## config.mk

```make
export PLATFORM = sky130hd
export DESIGN_NAME = lupdate_parser
export DESIGN_NICKNAME = d
export VERILOG_FILES = /design/src/rtl/lupdate_parser.sv
export SDC_FILE = /design/constraint.sdc
export NUM_CORES = 1
export LEC_CHECK = 0
export CAP_MARGIN = 20
export CORE_AREA = 2 2 205 257
export CTS_BUF_LIST = sky130_fd_sc_hd__clkbuf_8 sky130_fd_sc_hd__clkbuf_16
export DETAILED_ROUTE_END_ITERATION = 6
export DIE_AREA = 0 0 207 259
export GPL_TIMING_DRIVEN = 1
export PLACE_DENSITY = 0.67
export SLEW_MARGIN = 0
export SYNTH_ARGS = -nofsm -noshare
export SYNTH_HDL_FRONTEND = slang
export SYNTH_SLANG_ARGS = --single-unit
```

## constraint.sdc

```tcl
create_clock -name clk -period 5.3 [get_ports clk]
set_input_delay 1.59 -clock clk [delete_from_list [all_inputs] [get_ports clk]]
set_output_delay 1.59 -clock clk [all_outputs]
set_load 0.005 [all_outputs]
```

## src/rtl/lupdate_parser.sv

```systemverilog
`default_nettype none
// ============================================================================
// Module  : lupdate_parser
// Purpose : Forwards a 134-bit beat stream through a fixed 3-stage pipeline.
//           Beacon update packets are detected on beat 2 and removed from the
//           stream, and their beat-6 contents are committed to configuration
//           registers when the tail arrives. Orphan beats (no open packet) are
//           discarded.
// Ports   : clk, rst (sync, active-high)
//           in_lu_data_wr / in_lu_data[133:0] / in_lu_data_valid(_wr) : input stream
//           in_local_mac_id[47:0]                                      : local MAC
//           out_lu_data_wr / out_lu_data / out_lu_data_valid(_wr)      : output stream
//           direction, token_bucket_para[31:0], direct_mac_addr[47:0]  : config
//           beacon_update_master : toggles per committed update
//           update_cnt, drop_cnt : committed updates / discarded beats
// Rev     : 1.0  initial release
// ============================================================================
module lupdate_parser #(
  parameter logic [47:0] CNC_MAC     = 48'h010203040506,
  parameter logic [31:0] RST_TB_PARA = 32'h0
) (
  input  logic         clk,
  input  logic         rst,
  input  logic         in_lu_data_wr,
  input  logic [133:0] in_lu_data,
  input  logic         in_lu_data_valid,
  input  logic         in_lu_data_valid_wr,
  input  logic [47:0]  in_local_mac_id,
  output logic         out_lu_data_wr,
  output logic [133:0] out_lu_data,
  output logic         out_lu_data_valid,
  output logic         out_lu_data_valid_wr,
  output logic         direction,
  output logic [31:0]  token_bucket_para,
  output logic [47:0]  direct_mac_addr,
  output logic         beacon_update_master,
  output logic [31:0]  update_cnt,
  output logic [31:0]  drop_cnt
);

  localparam logic [1:0] TAG_HEAD = 2'b01;
  localparam logic [1:0] TAG_TAIL = 2'b10;

  // upd : beat belongs to a packet already known to be an update.
  // pend: beat belongs to the open packet whose beat 2 has not been seen yet,
  //       so its fate is decided later while it is still in flight.
  typedef struct packed {
    logic         wr;
    logic [133:0] data;
    logic         valid;
    logic         valid_wr;
    logic         upd;
    logic         pend;
  } stage_t;

  stage_t      s1, s2, s1_nxt, s2_nxt;
  logic        pkt_open;
  logic        cls_upd;
  logic [3:0]  idx;
  logic [47:0] sh_mac;
  logic        sh_dir;
  logic [31:0] sh_tb;

  logic [1:0]  tag;
  logic        is_head, is_tail, orphan, in_pkt;
  logic [3:0]  cur_idx;
  logic        match, resolve, upd_beat, commit, cap6;
  logic        s2_upd_eff, supp;

  assign tag     = in_lu_data[133:132];
  assign is_head = in_lu_data_wr && (tag == TAG_HEAD);
  assign is_tail = in_lu_data_wr && (tag == TAG_TAIL);
  assign orphan  = in_lu_data_wr && !pkt_open && (tag != TAG_HEAD);
  // a non-head beat that continues the currently open packet
  assign in_pkt  = in_lu_data_wr && pkt_open && (tag != TAG_HEAD);
  assign cur_idx = is_head ? 4'd0 : ((idx == 4'd15) ? 4'd15 : idx + 4'd1);

  assign match = in_pkt && (cur_idx == 4'd2)
              && (in_lu_data[127:80] == in_local_mac_id)
              && (in_lu_data[79:32]  == CNC_MAC)
              && (in_lu_data[31:16]  == 16'h88F7)
              && (in_lu_data[11:8]   == 4'hD);

  // Events that settle the fate of pending beats: the classifying beat, a
  // tail before beat 2, or a new head abandoning the open packet.
  assign resolve  = is_head || (in_pkt && ((cur_idx == 4'd2) || is_tail));
  assign upd_beat = in_pkt && (cls_upd || match);
  assign cap6     = in_pkt && cls_upd && (cur_idx == 4'd6);
  assign commit   = in_pkt && is_tail && cls_upd && (cur_idx >= 4'd6);

  // Beat 0 sits in stage 2 when beat 2 is classified, so the late decision
  // is applied on the stage 2 -> output transfer as well.
  assign s2_upd_eff = s2.upd || (s2.pend && match);
  assign supp       = s2.wr && s2_upd_eff;

  always_comb begin
    s1_nxt          = '0;
    s1_nxt.wr       = in_lu_data_wr && !orphan;
    s1_nxt.data     = orphan ? '0 : in_lu_data;
    s1_nxt.valid    = orphan ? 1'b0 : in_lu_data_valid;
    s1_nxt.valid_wr = orphan ? 1'b0 : in_lu_data_valid_wr;
    s1_nxt.upd      = upd_beat;
    s1_nxt.pend     = is_head || (in_pkt && (cur_idx < 4'd2) && !is_tail);

    s2_nxt          = s1;
    s2_nxt.upd      = s1.upd || (s1.pend && match);
    s2_nxt.pend     = s1.pend && !resolve;
  end

  always_ff @(posedge clk) begin
    if (rst) begin
      s1                   <= '0;
      s2                   <= '0;
      out_lu_data_wr       <= 1'b0;
      out_lu_data          <= '0;
      out_lu_data_valid    <= 1'b0;
      out_lu_data_valid_wr <= 1'b0;
      pkt_open             <= 1'b0;
      cls_upd              <= 1'b0;
      idx                  <= 4'd0;
      sh_mac               <= '0;
      sh_dir               <= 1'b0;
      sh_tb                <= '0;
      direction            <= 1'b0;
      token_bucket_para    <= RST_TB_PARA;
      direct_mac_addr      <= '0;
      beacon_update_master <= 1'b0;
      update_cnt           <= '0;
      drop_cnt             <= '0;
    end else begin
      s1 <= s1_nxt;
      s2 <= s2_nxt;

      out_lu_data_wr       <= s2.wr && !s2_upd_eff;
      out_lu_data          <= s2_upd_eff ? '0 : s2.data;
      out_lu_data_valid    <= s2.valid && !s2_upd_eff;
      out_lu_data_valid_wr <= s2.valid_wr && !s2_upd_eff;

      if (in_lu_data_wr && !orphan) begin
        idx <= cur_idx;
      end

      if (is_head) begin
        pkt_open <= 1'b1;
      end else if (is_tail) begin
        pkt_open <= 1'b0;
      end

      if (is_head || is_tail) begin
        cls_upd <= 1'b0;
      end else if (match) begin
        cls_upd <= 1'b1;
      end

      if (cap6) begin
        sh_mac <= in_lu_data[127:80];
        sh_dir <= in_lu_data[79];
        sh_tb  <= in_lu_data[63:32];
      end

      // A tail landing on beat 6 commits the beat's own fields directly,
      // since the shadows only capture them on this same edge.
      if (commit) begin
        direct_mac_addr      <= cap6 ? in_lu_data[127:80] : sh_mac;
        direction            <= cap6 ? in_lu_data[79]     : sh_dir;
        token_bucket_para    <= cap6 ? in_lu_data[63:32]  : sh_tb;
        beacon_update_master <= !beacon_update_master;
        update_cnt           <= update_cnt + 32'd1;
      end

      drop_cnt <= drop_cnt + 32'(orphan) + 32'(supp);
    end
  end

endmodule
`default_nettype wire

```

### Word level (Yosys, flattened, before mapping)

Cells that the tools add are included.

| operators by class | value |
|---|---|
| add/subtract/negate cells | 4 |
| order comparisons | 2 |
| equality and inequality tests | 10 |
| multiplexer cells | 7 |
| reduce and logical (&&, ||, !) cells | 45 |

Operators with widths:

| kind | count |
|---|---|
| $add 32x1->32 | 2 |
| $eq 48x41->1 const B | 1 |
| $eq 48x48->1 | 1 |
| $mux 48 | 1 |
| $add 32x1->32 const B | 1 |
| $mux 32 | 1 |
| $logic_and 1x1->1 | 28 |
| $eq 16x16->1 const B | 1 |
| $eq 4x4->1 const B | 2 |
| $mux 4 | 2 |
| $logic_or 1x1->1 | 7 |
| $logic_not 1->1 | 6 |
| $reduce_or 2->1 | 3 |
| $add 4x1->4 const B | 1 |
| $eq 4x2->1 const B | 1 |
| $eq 4x3->1 const B | 1 |
| $ge 4x3->1 const B | 1 |
| $lt 4x2->1 const B | 1 |
| $mux 1 | 3 |
| $eq 2x1->1 const B | 1 |
| $eq 2x2->1 const B | 1 |
| $ne 2x1->1 const B | 1 |
| $reduce_bool 2->1 | 1 |

| storage, ports and cells | value |
|---|---|
| bits in registers | 648 |
| bits of input ports | 187 |
| output and inout port bits | 283 |
| logic and storage cells | 96 |

### Depth between registers and ports, before layout

Gate-level depths: netlist (run 1).

| depth | value |
|---|---|
| word-level depth | 13 |
| mapped depth | 15 |
| gate-level depth less buffers | 14 |

### Worst setup path after synthesis (run 1)

OpenSTA, ideal clock, no wires.

| timing | value |
|---|---|
| path type | input-to-reg |
| start | in in_lu_data[29] |
| end | reg drop_cnt[18] |
| library setup time | 0.128 ns |
| arrival time | 4.701 ns |
| required time | 5.172 ns |
| setup slack | 0.472 ns |
| cell stages on the path | 13 |
| buffers on the path | 1 |
| cells stage by stage | and4bb_2 -> nand4_1 -> or4_4 -> or4_4 -> clkbuf_1 -> a21boi_0 -> fa_1 -> ha_1 -> nand2_1 -> nor4_1 -> nand3_1 -> xor2_1 -> nor2_1 |

| on the way | value |
|---|---|
| word-level cells in the longest chain between the ends | 7 |

Ends and longest elaborated chain:

| item | RTL line | source |
|---|---|---|
| start, declared | 25 | `input logic [133:0] in_lu_data,` |
| $eq 16x16->1 | 81 | `&& (in_lu_data[31:16] == 16'h88F7)` |
| $logic_and 1x1->1 | 81 |  |
| $logic_and 1x1->1 | 82 | `&& (in_lu_data[11:8] == 4'hD);` |
| $logic_and 1x1->1 | 93 | `assign s2_upd_eff = s2.upd \|\| (s2.pend && match);` |
| $logic_or 1x1->1 | 93 |  |
| $logic_and 1x1->1 | 94 | `assign supp = s2.wr && s2_upd_eff;` |
| $add 32x1->32 | 171 | `drop_cnt <= drop_cnt + 32'(orphan) + 32'(supp);` |
| end signal, assigned | 171 |  |
| end, declared | 38 | `output logic [31:0] drop_cnt` |

Every way passes these cells.
A chain may end at the register's enable or synchronous reset.

### Worst setup path after layout (run 1)

| timing | value |
|---|---|
| start | in in_lu_data[53] |
| end | reg drop_cnt[20] |

| on the way | value |
|---|---|
| word-level cells in the longest chain between the ends | 8 |

Ends and longest elaborated chain:

| item | RTL line | source |
|---|---|---|
| $eq 48x41->1 | 80 | `&& (in_lu_data[79:32] == CNC_MAC)` |
| $logic_and 1x1->1 | 80 |  |
| $logic_and 1x1->1 | 81 |  |
| $logic_and 1x1->1 | 82 |  |
| $logic_and 1x1->1 | 93 |  |
| $logic_or 1x1->1 | 93 |  |
| $logic_and 1x1->1 | 94 |  |
| $add 32x1->32 | 171 |  |

Every way passes these cells.

==> results of run 1 <==
[sequential cells by signal (all words and copies together) (netlist names)]
signal                count
out_lu_data             134
out_lu_data_valid_wr      1
sh_tb                    32
idx                       4
beacon_update_master      1
out_lu_data_valid         1
pkt_open                  1
drop_cnt                 32
sh_dir                    1
out_lu_data_wr            1
direction                 1
direct_mac_addr          48
token_bucket_para        32
update_cnt               32
cls_upd                   1
sh_mac                   48
s2                      139
s1                      139
[path summary, 6_finish.rpt]
| check | from | end | cells past startpoint |
|---|---|---|---|
| max reg2reg | idx[0] | drop_cnt[20] | 16 |
| min reg2reg | s1[12] | s2[12] | 1 |
| max | in_lu_data[53] | drop_cnt[20] | 16 |
| min | s1[12] | s2[12] | 1 |
[metal layers]
layer  global-route usage  share of wire  vias to the layer above
li1                     -              -                     7339
met1               0.2369           0.41                     6974
met2               0.3472           0.49                      392
met3              0.05105          0.059                      113
met4              0.09861          0.049                        0
met5                    0              0                        -
[power by group]
| part | leakage [nW] | internal (mW) | switching [mW] | total (mW) |
|---|---|---|---|---|
| Combinational | 5.37 | 0.286 | 0.225 | 0.511 |
| Clock | 1.08 | 2.64 | 1.86 | 4.50 |
| Sequential | 5.27 | 4.99 | 0.0256 | 5.01 |
| Total | 11.7 | 7.91 | 2.11 | 10.0 |
[what timing repair did]
action	in CTS	in global routing
hold buffers	0	0
endpoints found under the setup margin	0	2
gates resized for setup	0	1
[cell usage after synthesis (2+ instances only)]
| library cell | count |
|---|---|
| nor3_1 | 25 |
| o21a_1 | 2 |
| mux2i_1 | 83 |
| a31oi_1 | 2 |
| a211oi_1 | 82 |
| buf_6 | 3 |
| nand2_1 | 25 |
| a21oi_1 | 10 |
| or4_4 | 2 |
| and3b_1 | 2 |
| clkbuf_1 | 85 |
| and2_1 | 140 |
| nor2b_1 | 140 |
| nand3_1 | 26 |
| or3_1 | 5 |
| xor2_1 | 45 |
| nor4b_1 | 5 |
| nor2_1 | 243 |
| nor4bb_1 | 5 |
| buf_2 | 12 |
| and3_1 | 139 |
| nand3b_1 | 2 |
| buf_1 | 7 |
| buf_8 | 11 |
| and4b_1 | 4 |
| nand4_1 | 25 |
| nor4_1 | 24 |
| inv_1 | 14 |
| a22oi_1 | 2 |
| and4_1 | 3 |
| xnor2_1 | 60 |
| or4_1 | 2 |
| o21ai_0 | 6 |
| ha_1 | 3 |
| dfxtp_1 | 648 |
[critical path, stage by stage]
cell	delay [ns]
clkdlybuf4s50_1	0.44
nor4b_2	0.47
buf_4	0.18
nand4b_1	0.10
or4_4	0.45
or4_4	0.52
a21boi_0	0.21
buf_4	0.14
fa_1	0.24
ha_1	0.20
nand2_1	0.10
buf_4	0.16
nor3_1	0.24
nand2_1	0.11
xor2_1	0.15
nor2_1	0.05
[area by class of cell]
cell class / count / area [um^2]
inverter: 14 / 52.55
clock buffer: 79 / 1763
multi-input combinational: 1123 / 7118
timing repair buffer: 563 / 5505
clock inverter: 34 / 370.4
tap: 665 / 832.0
sequential: 648 / 12970
fill: 4463 / 22570
antenna: 7 / 17.52
[metrics by stage]
stage          hold WS, ns  power, mW  TNS (ns)
2_1_floorplan       0.4120      5.300         0
3_3_place_gp        0.4164      5.633    -5.312
3_5_place_dp        0.4204      5.641    -6.227
4_1_cts             0.4330      10.14         0
5_1_grt             0.4464      10.39         0
6_report            0.4292      10.02         0
[cells by family (layout without fill, tap and decap cells)]
logic type	after synthesis	count (layout)	share of synthesized area
fa+ha+maj	4	4	0.002778
mux	83	83	0.04010
buf+inv	132	690	0.03171
flops	648	648	0.6261
xor+xnor	105	105	0.04439
compound gates	110	110	0.03805
other cells	0	7	0
simple gates	821	821	0.2169
==> run metrics, run 1 <==
Crit. End Element=flip-flop; I/O Buffers=between 400 and 500; clk sink count=between 600 and 700; Worst-path clk slew=approximately 0.07 ns; Netlist cell types=46; DR iter-0 viols=592; fin worst setup slack=0.3993 ns; placed insts=3,012; share of the synthesized area in the top cell type=0.6261; first-pass GRT wire length=85,100 um; area delta synth->final=38.19%; commonest non-fill, non-tap cell in the layout=dfxtp_1; crit share post-route=0.9247; latest clock arrival within the worst-skew pair=0.62 ns; cell area after layout=0.02863 mm^2; clk_skew=slightly above 0.02 ns; row count=93; routed wire length=56,150 um; critical-path maximum fanout=3; Final Non-Filler Cells=approximately 3,100; First-pass DRT Iterations=5; Crit Path Class=in2reg; Worst Path Required=5.76 ns; placed inst area=about 0.026 mm^2; PwrDens=350.0 mW/mm^2; WP data arrival=5.36 ns; Final Hold Vio Count=0; max-cap violation count=0; vias in the first global route=14,540; fmax=0.2041 GHz; Final Critical Period=approximately 4.9 ns; most frequent cells in the layout=dfxtp_1, clkdlybuf4s50_1, nor2_1; Cell Area, Synth=0.02072 mm^2; Final setup viols=0; Min-Delay Path Class=reg2reg; Util after Layout=0.5592; Remaining DRCs=0; CTS H-tree lvls=2; Die Y=259 um; status=complete, no violations; worst reg-to-reg setup slack=1.48 ns; GRT Overall Usage=0.2026; CTS tree=built; Core Area=roughly 0.051 mm^2; total number of vias=~15,000; ys async rst share=0; I/O Pins=470; Peak VDD IR=0.2623 mV; nets=2,601; Routed Antenna Nets=0; final count of pins violating max slew=0; syn nets=2,094; initial antenna violation count=7; total CTS buffers=60; Gate Count Post-Synth=~1,900; global placement routability congestion=~0.84; dominant cells by area after synthesis=dfxtp_1, nor2_1, and2_1, nor2b_1, and3_1; Pleak=11.71 nW; Die Wd=207 um; area of the die=0.05361 mm^2; Max Root-Sink Buffers=3; postcts setup bufs=0; post-place setup slack=-0.3758 ns; RSZ-0062 raised after global routing=false; via/cell ratio=about 4.7; largest net degree at the start of global routing=152; CP Launch Type=primary input; cell taking the most area after synthesis=dfxtp_1; Synth Flop Type=dfxtp_1; EDFF count, synth=0; slew at the pin closest to its max-slew limit=0.9800 ns; CTS root buffer=clkbuf_16; Starting Density=0.4047; syn avg cell area=10.89 um^2; Slew HR=0.3447; GRT Residual Overflow=0; average wire per standard cell=17.92 um; Yosys reg bits=648; DP Wirelength=approximately 40,000 um; Yosys warning count=0; layout cells sized above 1=0.08574; post-synthesis sequential area ratio=0.6261
No activity file was read; power rests on OpenSTA's default activity.
==> run 2, diff against run 1 <==
--- a/config.mk
+++ b/config.mk
@@ -6,11 +6,13 @@
 export NUM_CORES = 1
 export LEC_CHECK = 0
+export ABC_AREA = 1
 export CAP_MARGIN = 20
-export CORE_AREA = 2 2 205 257
+export CORE_AREA = 2 2 213 267
 export CTS_BUF_LIST = sky130_fd_sc_hd__clkbuf_8 sky130_fd_sc_hd__clkbuf_16
+export CTS_CLUSTER_DIAMETER = 60
 export DETAILED_ROUTE_END_ITERATION = 6
-export DIE_AREA = 0 0 207 259
+export DIE_AREA = 0 0 215 269
 export GPL_TIMING_DRIVEN = 1
-export PLACE_DENSITY = 0.67
+export PLACE_DENSITY = 0.66
 export SLEW_MARGIN = 0
 export SYNTH_ARGS = -nofsm -noshare
==> constraint.sdc (replaced) <==
create_clock -name clk -period 5.3 [get_ports clk]
set_input_delay 1.06 -clock clk [delete_from_list [all_inputs] [get_ports clk]]
set_output_delay 1.06 -clock clk [all_outputs]
set_load 0.005 [all_outputs]
==> run 2 against run 1 <==
Effect of this change:
- combinational power is 13% higher
- clock skew is 0.0037 ns lower
- sequential cell count stayed put
- largest power group unchanged
- critical endpoint is now drop_cnt[28]
- final area is 4.6% higher
- power is 2.0% higher
- wire length is 15% higher
- first-iteration DRC count is 66% higher
==> run metrics, run 2 <==
EDFF count, synth=0; Worst-path clk slew=0.06 ns; area of the die=0.05784 mm^2; Synth Flop Type=dfxtp_1; CP Launch Type=primary input; mux cell area share after synthesis=0; Peak VDD IR=0.2371 mV; largest net degree at the start of global routing=185; post-synthesis sequential area ratio=0.5772; final count of pins violating max slew=0; CTS root buffer=clkbuf_16; Netlist cell types=40; total number of vias=17,900; postcts setup bufs=0; status=complete, no violations; I/O Buffers=469; post_cts resized=0; PwrDens=341.1 mW/mm^2; final setup TNS=0 ns; max-cap violation count=0; DR iter-0 viols=980; Final Critical Period=~4.2 ns; synth cell count leaders=nor2_1, dfxtp_1, inv_1; crit share post-route=0.8010; post-place setup slack=roughly 0.37 ns; share of the synthesized area in the top cell type=0.5772; CTS H-tree lvls=3; cell taking the most area after synthesis=dfxtp_1; average wire per standard cell=16.03 um; Core Area=0.05559 mm^2; slowest cell on the critical path=clkdlybuf4s50_1; CTS tree=built; most frequent cells in the layout=nor2_1, dfxtp_1, inv_1; dominant cells by area after synthesis=dfxtp_1, nor2_1, inv_1, nand2_1, a21oi_2; commonest non-fill, non-tap cell in the layout=nor2_1; Remaining DRCs=0; Post-Synth Simple-Gate Area=0.2016; compound-gate portion of the synthesized area=0.09002; critical-path maximum fanout=3; initial antenna violation count=9; total CTS buffers=between 60 and 70; row count=97; fin worst setup slack=1.055 ns; DP Wirelength=46,290 um; clk_skew=between 0.015 and 0.02 ns; Gate Count Post-Synth=2,782; GRT Residual Overflow=0; nets=3,421; Worst Path Required=5.78 ns; Util after Layout=0.5390; Die Y=between 200 and 300 um; slew at the pin closest to its max-slew limit=0.9384 ns; Crit. End Element=flip-flop; Slew HR=0.3744; largest family of logic cells by synthesized area=simple AND/OR/NAND/NOR gates; Min-Delay Path Class=reg2reg; Pleak=approximately 12 nW; Worst path most repeated cell=nor2_1; ys async rst share=0; Worst Path Buf+Inv=1; first-pass GRT wire length=96,240 um; latest clock arrival within the worst-skew pair=0.60 ns; Final setup viols=0; Crit Path Class=in2reg; CP delay by family, top=simple AND/OR/NAND/NOR gates; syn avg cell area=a little over 8 um^2; GRT Overall Usage=0.2173; worst path cell trace=clkdlybuf4s50_1 > nand2_1 > nor2_1 > nand2_1 > nor2_1 > nand2_1 > nor2_1 > nand3_1 > nor2_1 > nand3_1 > a21oi_1 > fa_1 > ha_1 > nand2_1 > nor2_1 > nand2_1 > nor2_1 > nand2_1 > nor2_1 > nand4_1 > nor2_1 > a21oi_1 > o21a_1; most frequent cell after synthesis=nor2_1; Crit path largest cell delay=0.50 ns; layout cells sized above 1=0.06860; Final Hold Vio Count=0; Die Wd=between 200 and 250 um; WP data arrival=4.73 ns; Starting Density=0.4043; Routed Antenna Nets=0; vias in the first global route=16,630; top flop regs=s1 x139, s2 x139, out_lu_data x134; via/cell ratio=roughly 4.4; Synth Area in Adders=0.002561; clk sink count=648; global placement routability congestion=0.8981; Yosys reg bits=648; Max Root-Sink Buffers=3; area delta synth->final=33.30%; I/O Pins=470; fmax=0.2356 GHz; syn nets=approximately 3,000; RSZ-0062 raised after global routing=false; First-pass DRT Iterations=5; Synth Area in XOR/XNOR=0.01520; # hold bufs at CTS=0; Cell Area, Synth=about 0.022 mm^2; Yosys warning count=0; routed wire length=between 60,000 and 70,000 um
## run 2: changes by cell type after synthesis, sizes merged, moves of 139 or more
cell	delta
inv	+493
a21oi	+205
nor2	+478
nand2	+256
and2	-139
nor2b	-139
## run 2: cells by family after synthesis
| logic type | count (synthesis) |
|---|---|
| buf+inv | 619 |
| fa+ha+maj | 4 |
| flops | 648 |
| xor+xnor | 39 |
| compound gates | 338 |
| simple gates | 1134 |
## run 2: final cells by class
type                    count  area, um^2
well taps                 742       928.4
diodes                      9       22.52
multi-input cells        1515        6978
repair buffers            491        4952
inverters                 508        1913
fillers                  5276       25630
clock inverters            33       256.5
flip-flops and latches    648       12970
clock buffers              85        1936
## run 2: final timing paths
check	end	start	cells past startpoint	slack [ns]
worst min-delay path	s2[44]	s1[44]	2	0.39
worst max register to register	drop_cnt[28]	idx[0]	21	1.79
worst min register to register	s2[44]	s1[44]	2	0.39
worst max-delay path	drop_cnt[28]	in_lu_data[10]	23	1.05
## run 2: metrics by stage
step / cell area, um^2 / hold WS [ns] / total power [mW] / instances
after floorplan: 22480 / 0.3883 / 5.390 / 2782
after global placement: 27740 / 0.3885 / 5.704 / 3904
after detailed placement: 27740 / 0.3916 / 5.711 / 3904
after CTS: 29940 / 0.3898 / 10.36 / 4022
after global routing: 29960 / 0.4056 / 10.61 / 4031
final: 29960 / 0.3906 / 10.22 / 4031
## run 2: worst min-delay path, delay by kind of cell, from the launching register on
| kind | cells | cell delay [ns] |
|---|---|---|
| buffers and inverters | 1 | 0.04 |
| flip-flops | 1 | 0.30 |
| AND/OR/NAND/NOR | 1 | 0.03 |
## run 2: power by group
part / internal (mW) / switching (mW) / total, mW
logic: 0.256 / 0.320 / 0.576
registers: 4.99 / 0.0321 / 5.02
clock network: 2.69 / 1.93 / 4.62
total: 7.93 / 2.29 / 10.2
## run 2: layer usage
| layer | global-route usage | share of wire |
|---|---|---|
| met1 | 0.2617 | 0.42 |
| met2 | 0.3568 | 0.46 |
| met3 | 0.05742 | 0.071 |
| met4 | 0.1167 | 0.044 |
| met5 | 0 | 0 |
==> patch 1, RTL diff (flow settings as in run 2) <==
Register the output `update_cnt` once more, cleared by the reset; this adds one clock of latency there. The other outputs are not delayed to match.
--- a/src/rtl/lupdate_parser.sv
+++ b/src/rtl/lupdate_parser.sv
@@ -53,4 +53,6 @@
     logic         pend;
   } stage_t;
+
+  logic [31:0] update_cnt_s0;
 
   stage_t      s1, s2, s1_nxt, s2_nxt;
@@ -126,5 +128,5 @@
       direct_mac_addr      <= '0;
       beacon_update_master <= 1'b0;
-      update_cnt           <= '0;
+      update_cnt_s0        <= '0;
       drop_cnt             <= '0;
     end else begin
@@ -166,5 +168,5 @@
         token_bucket_para    <= cap6 ? in_lu_data[63:32]  : sh_tb;
         beacon_update_master <= !beacon_update_master;
-        update_cnt           <= update_cnt + 32'd1;
+        update_cnt_s0        <= update_cnt_s0 + 32'd1;
       end
 
@@ -173,4 +175,12 @@
   end
 
+  always_ff @(posedge clk) begin
+    if (rst) begin
+      update_cnt <= '0;
+    end else begin
+      update_cnt <= update_cnt_s0;
+    end
+  end
+
 endmodule
 `default_nettype wire
Behaviour: same outputs for any inputs over 4 cycles, from zero or initial values and one cycle with rst high; that may be too few to reach the edited logic, so the function may still have changed.
==> patch 1 against run 2 <==
Final cell count increased by 1.6%. Setup slack got worse by 450 ps. Synthesized area increased by 1.8%. Total power increased by 6.5%. Via count increased by 2.9%. Largest cell class unchanged. Design area increased by 2.1%. Wire length increased by 3.7%. Combinational power about the same. Sequential cell count increased by 32.
==> patch 1: results (changes against run 2) <==
status:
  status: "complete, no violations"
routing:
  wl_um: 67000  # +3.7%
  drtIter0Drc: 1100  # +12%
  first_pass_iters: 7  # +2
  vias: 18420  # +2.9%
setup_path:
  worst_ep_arrival_time_ps: 5250  # +520 ps
  timing.rr.start: "pkt_open"
  slowest_delay_ps: 600  # +100 ps
  reg2reg_setup_slack_ps: 1680  # -110 ps
sta:
  whs_ps: 397  # +6.41 ps
  fin_ws_ps: 600  # -455 ps
  worst_slew_pin_slew_ps: 933  # -5.51 ps
  fin_skew_ps: 18.6  # +2.00 ps
global_route:
  grt_pass1_wl_um: 100000  # +4.4%
  track_usage_pct: 22.6  # +0.84 points
  first_global_vias: 17347  # +4.3%
  grt_max_degree: 101  # -45%
final_layout:
  nFillCells: 5185  # -1.7%
  fin_nets: 3491  # +2.0%
  post-route-util_pct: 55.1  # +1.2 points
  diodes: 0  # -9
  drive_gt1_share_pct: 4.80  # -2.1 points
placed_design:
  hpwl_um: 48000  # +3.7%
  dp_cells: 3971  # +1.7%
  placed_cell_area_um2: 28200  # +1.6%
  pre_cts_ws_ps: -215  # -584 ps
  gp_congestion: 0.911  # +1.5%
clock_tree:
  cts_root_buffer: "clkbuf_16"
  cts_buffers: 69  # +4.5%
  cts_resized: 0  # unchanged
logic_synthesis:
  syn_area_per_cell_um2: 8.02  # -0.77%
  netlist_top_cells_count: "nor2_1 (742), dfxtp_1 (680), inv_1 (524), nand2_1 (269), a21oi_1 (203)"
  yosys.area_share.xor_xnor_pct: 1.30  # -0.22 points
  yosysSeqAreaShare_pct: 59.5  # +1.8 points
  synth_nets: 3046  # +2.5%
  synth_adder_area_share_pct: 0.251  # -0.0046 points
  yosys-top-cells-area: "dfxtp_1 (59%), nor2_1 (12%), inv_1 (8.6%)"
power_and_ir_drop:
  swShare_pct: 22.3  # about the same
  p_total_mw: 10.9  # +6.5%
hold_path:
  hold_start: "s1[117]"
==> patch 1: changes by cell type in the layout (fill, tap and decap cells not counted), sizes merged, moves of 4 or more <==
| cell | delta |
|---|---|
| nand3 | +4 |
| inv | +18 |
| dfxtp | +32 |
| diode | -9 |
| nand2 | -9 |
| bufinv | +4 |
| nor3b | +6 |
| nor2 | +22 |
==> patch 1: routing by layer <==
layer / share of wire [%] / wire, µm / global-route usage (%)
met5: 0 / 0 / 0
met4: 3.5 / 2370 / 9.56
met3: 5.4 / 3600 / 4.05
met2: 49 / 32700 / 39.4
met1: 42 / 28400 / 27.5
==> patch 1: worst reg2reg max path, cell delays in order (launching register included) <==
cell and delay, ps:
dfxtp_1 330, inv_1 80, nor3_4 340, nand3b_1 120
nor2_1 100, nand3_1 100, nor2_1 280, nand3_1 210
a21oi_1 270, fa_1 290, ha_1 190, nand2_1 70
nor2_1 130, nand2_1 100, nor2_1 130, nand2_1 110
inv_1 110, nand3_1 70, nor2_1 190, nand2_1 100
a21oi_1 140, o21a_1 130
==> patch 1: cells by family after synthesis <==
kind of cell,count (synthesis)
AND/OR/NAND/NOR,1158
flip-flops,680
buffers and inverters,643
AO/OA/AOI/OAI,336
XOR/XNOR,34
adder cells (fa/ha/maj),4
==> patch 1: final cells by class <==
cell class | count | area share, %
Inverter | 529 | 6.51
Sequential cell | 680 | 44.5
Multi-Input combinational cell | 1532 | 22.2
Timing Repair Buffer | 488 | 15.9
Clock buffer | 86 | 6.44
Clock inverter | 39 | 1.42
Tap cell | 742 | 3.03
==> patch 1: worst paths after layout <==
path                                endpoint  cells past startpoint
worst max-delay path            drop_cnt[26]                     24
worst min-delay path                 s2[117]                      2
worst max register to register  drop_cnt[26]                     21
worst min register to register       s2[117]                      2
==> patch 2, RTL diff (config.mk and constraints of run 2) <==
Made on the original files. Set the parameter `CNC_MAC` to 48'h00C1824303C4 (it was 48'h010203040506).
--- a/src/rtl/lupdate_parser.sv
+++ b/src/rtl/lupdate_parser.sv
@@ -17,5 +17,5 @@
 // ============================================================================
 module lupdate_parser #(
-  parameter logic [47:0] CNC_MAC     = 48'h010203040506,
+  parameter logic [47:0] CNC_MAC     = 48'h00C1824303C4,
   parameter logic [31:0] RST_TB_PARA = 32'h0
 ) (
Function: changed (Yosys sat finds a counterexample within 4 cycles, from zero or initial values and one cycle with rst high).
==> patch 2 against run 2 <==
Via count shrank 3.3%. Register-to-register slack lost 80 ps. Non-clock buffer count shrank 6. Setup slack lost 230 ps. Design area shrank 1.2%. Global-route usage shrank 1.9 points. Sequential share of layout area grew 0.52 points. Clock power grew 5.6%. Sequential cell count is the same. Worst hold slack is essentially flat. Total power grew 1.9%. Sequential power is essentially flat. Wire length shrank 10%. Synthesized area shrank 1.9%. Critical path type unchanged. Largest power group unchanged.
==> patch 2: results (changes against run 2) <==
routing:
  wl_met1_um: 23800  # -13%
  drtIter0Drc: 863  # -12%
  vias_per_cell: 4.37  # -1.6%
  wl_met2_um: 28100  # -6.1%
  top_layer: "met5"
  wl_per_cell_um: 14.7  # -8.6%
  wl_met3_um: 4160  # -9.2%
placed_design:
  gp_congestion: 0.855  # -4.8%
  hpwl_um: 40100  # -13%
status:
  status: "complete, no violations"
logic_synthesis:
  yosys-top-cells-area: "dfxtp_1 (59%), nor2_1 (11%), inv_1 (8.4%)"
  synth_nets: 2913  # -2.0%
  yosysSeqAreaShare_pct: 58.8  # +1.1 points
  netlist_top_cells_count: "nor2_1 (671), dfxtp_1 (648), inv_1 (492), a21oi_1 (213), nand2_1 (182)"
  syn_area_per_cell_um2: 8.10  # +0.25%
clock_tree:
  cts_max_level: 3  # unchanged
  cts_buffers: 67  # +1.5%
  cts.clk_slew.worst_paths_ps: 60  # about the same
hold_path:
  min_path_type: "reg2reg"
final_layout:
  drive_gt1_share_pct: 6.94  # +0.076 points
  fin_nets: 3357  # -1.9%
  largestRegisters: "s1: 139 flops, s2: 139 flops, out_lu_data: 134 flops"
  nFillCells: 5217  # -1.1%
setup_path:
  worst_ep_arrival_time_ps: 4930  # +200 ps
  slowest_delay_ps: 420  # -80 ps
  crit_path_max_fanout: 5  # +2
global_route:
  grt_util_met3_pct: 5.62  # -0.12 points
  grt_pass1_wl_um: 89900  # -6.6%
  antenna_found_initial: 5  # -4
  use_met1_pct: 22.5  # -3.7 points
  track_usage_pct: 19.8  # -1.9 points
  first_global_vias: 16437  # -1.1%
  grt_max_degree: 122  # -34%
  use_met2_pct: 34.7  # -1.0 points
sta:
  fin_skew_ps: 28.7  # +12.0 ps
  worst_slew_pin_slew_ps: 967  # +28.6 ps
power_and_ir_drop:
  leakagePower_nw: 12.1  # -2.7%
  ir_drop_mv: 0.220  # -7.3%
-- patch 2: cell count changes after synthesis, sizes merged, moves of 5 or more --
| cell | run 2 | this run |
|---|---|---|
| buf | 52 | 57 |
| clkbuf | 59 | 53 |
| inv | 507 | 569 |
| nand2 | 281 | 186 |
| nand3b | 5 | 0 |
| nand4 | 26 | 32 |
| nor2 | 721 | 675 |
| nor3 | 40 | 46 |
| o21a | 8 | 2 |
| o21ai | 110 | 104 |
| xnor2 | 13 | 28 |
-- patch 2: cells by family (layout without fill, tap and decap cells) --
| kind of cell | count (synthesis) | count (layout) | synth area share [%] |
|---|---|---|---|
| buffers and inverters | 679 | 1172 | 12.5 |
| flip-flops | 648 | 648 | 58.8 |
| other | 0 | 4 | 0 |
| AO/OA/AOI/OAI | 328 | 328 | 7.58 |
| AND/OR/NAND/NOR | 1005 | 1005 | 18.6 |
| XOR/XNOR | 58 | 58 | 2.30 |
| adder cells (fa/ha/maj) | 4 | 4 | 0.261 |
-- patch 2: per-stage QoR --
step / setup slack [ps] / hold WS, ps / instances / instance area (µm²)
2_1_floorplan: 1690 / 388 / 2722 / 22000
3_3_place_gp: 116 / 389 / 3839 / 27300
3_5_place_dp: 56.2 / 392 / 3839 / 27300
4_1_cts: 707 / 393 / 3957 / 29600
5_1_grt: 239 / 405 / 3960 / 29600
6_report: 821 / 391 / 3961 / 29600
-- patch 2: report_power, final --
part / internal, mW / total (mW) / switching (mW)
clock network: 2.91 / 4.88 / 1.97
registers: 4.99 / 5.02 / 0.0309
logic: 0.246 / 0.512 / 0.266
total: 8.15 / 10.4 / 2.27
-- patch 2: worst register-to-register path: stages, from the launching register on --
cell and delay [ps]:
dfxtp_1 380, ha_1 220, nand3_2 130, nand2_1 120, nand2_1 100, nor2_1 90
nand3_1 120, nor2_1 150, nand3_1 150, a21oi_1 220, fa_1 230, ha_1 210
nand2_1 70, inv_1 90, nand3_1 120, nor2_1 190, nand2_1 140, nor2_1 140
nand3_1 130, nor2_2 170, nand2_1 90, nor2_1 120, nor3b_2 60
-- patch 2: cell type report --
type                            count  area (µm²)  share of cell area, %
Clock buffer                       80        1860                   6.27
Clock inverter                     38         473                   1.60
Tap cell                          742         928                   3.14
Sequential cell                   648       13000                   43.8
Antenna cell                        4        10.0                 0.0338
Inverter                          569        2140                   7.24
Multi-Input combinational cell   1395        6340                   21.4
Timing Repair Buffer              485        4880                   16.5
-- patch 2: path summary, 6_finish.rpt --
check                         end  slack (ps)  cells past startpoint             from
hold reg to reg   out_lu_data[88]         390                      2           s2[92]
setup / recovery     drop_cnt[22]         820                     25  in_lu_data[122]
hold / removal    out_lu_data[88]         390                      2           s2[92]
setup reg to reg     drop_cnt[22]        1710                     22           idx[0]
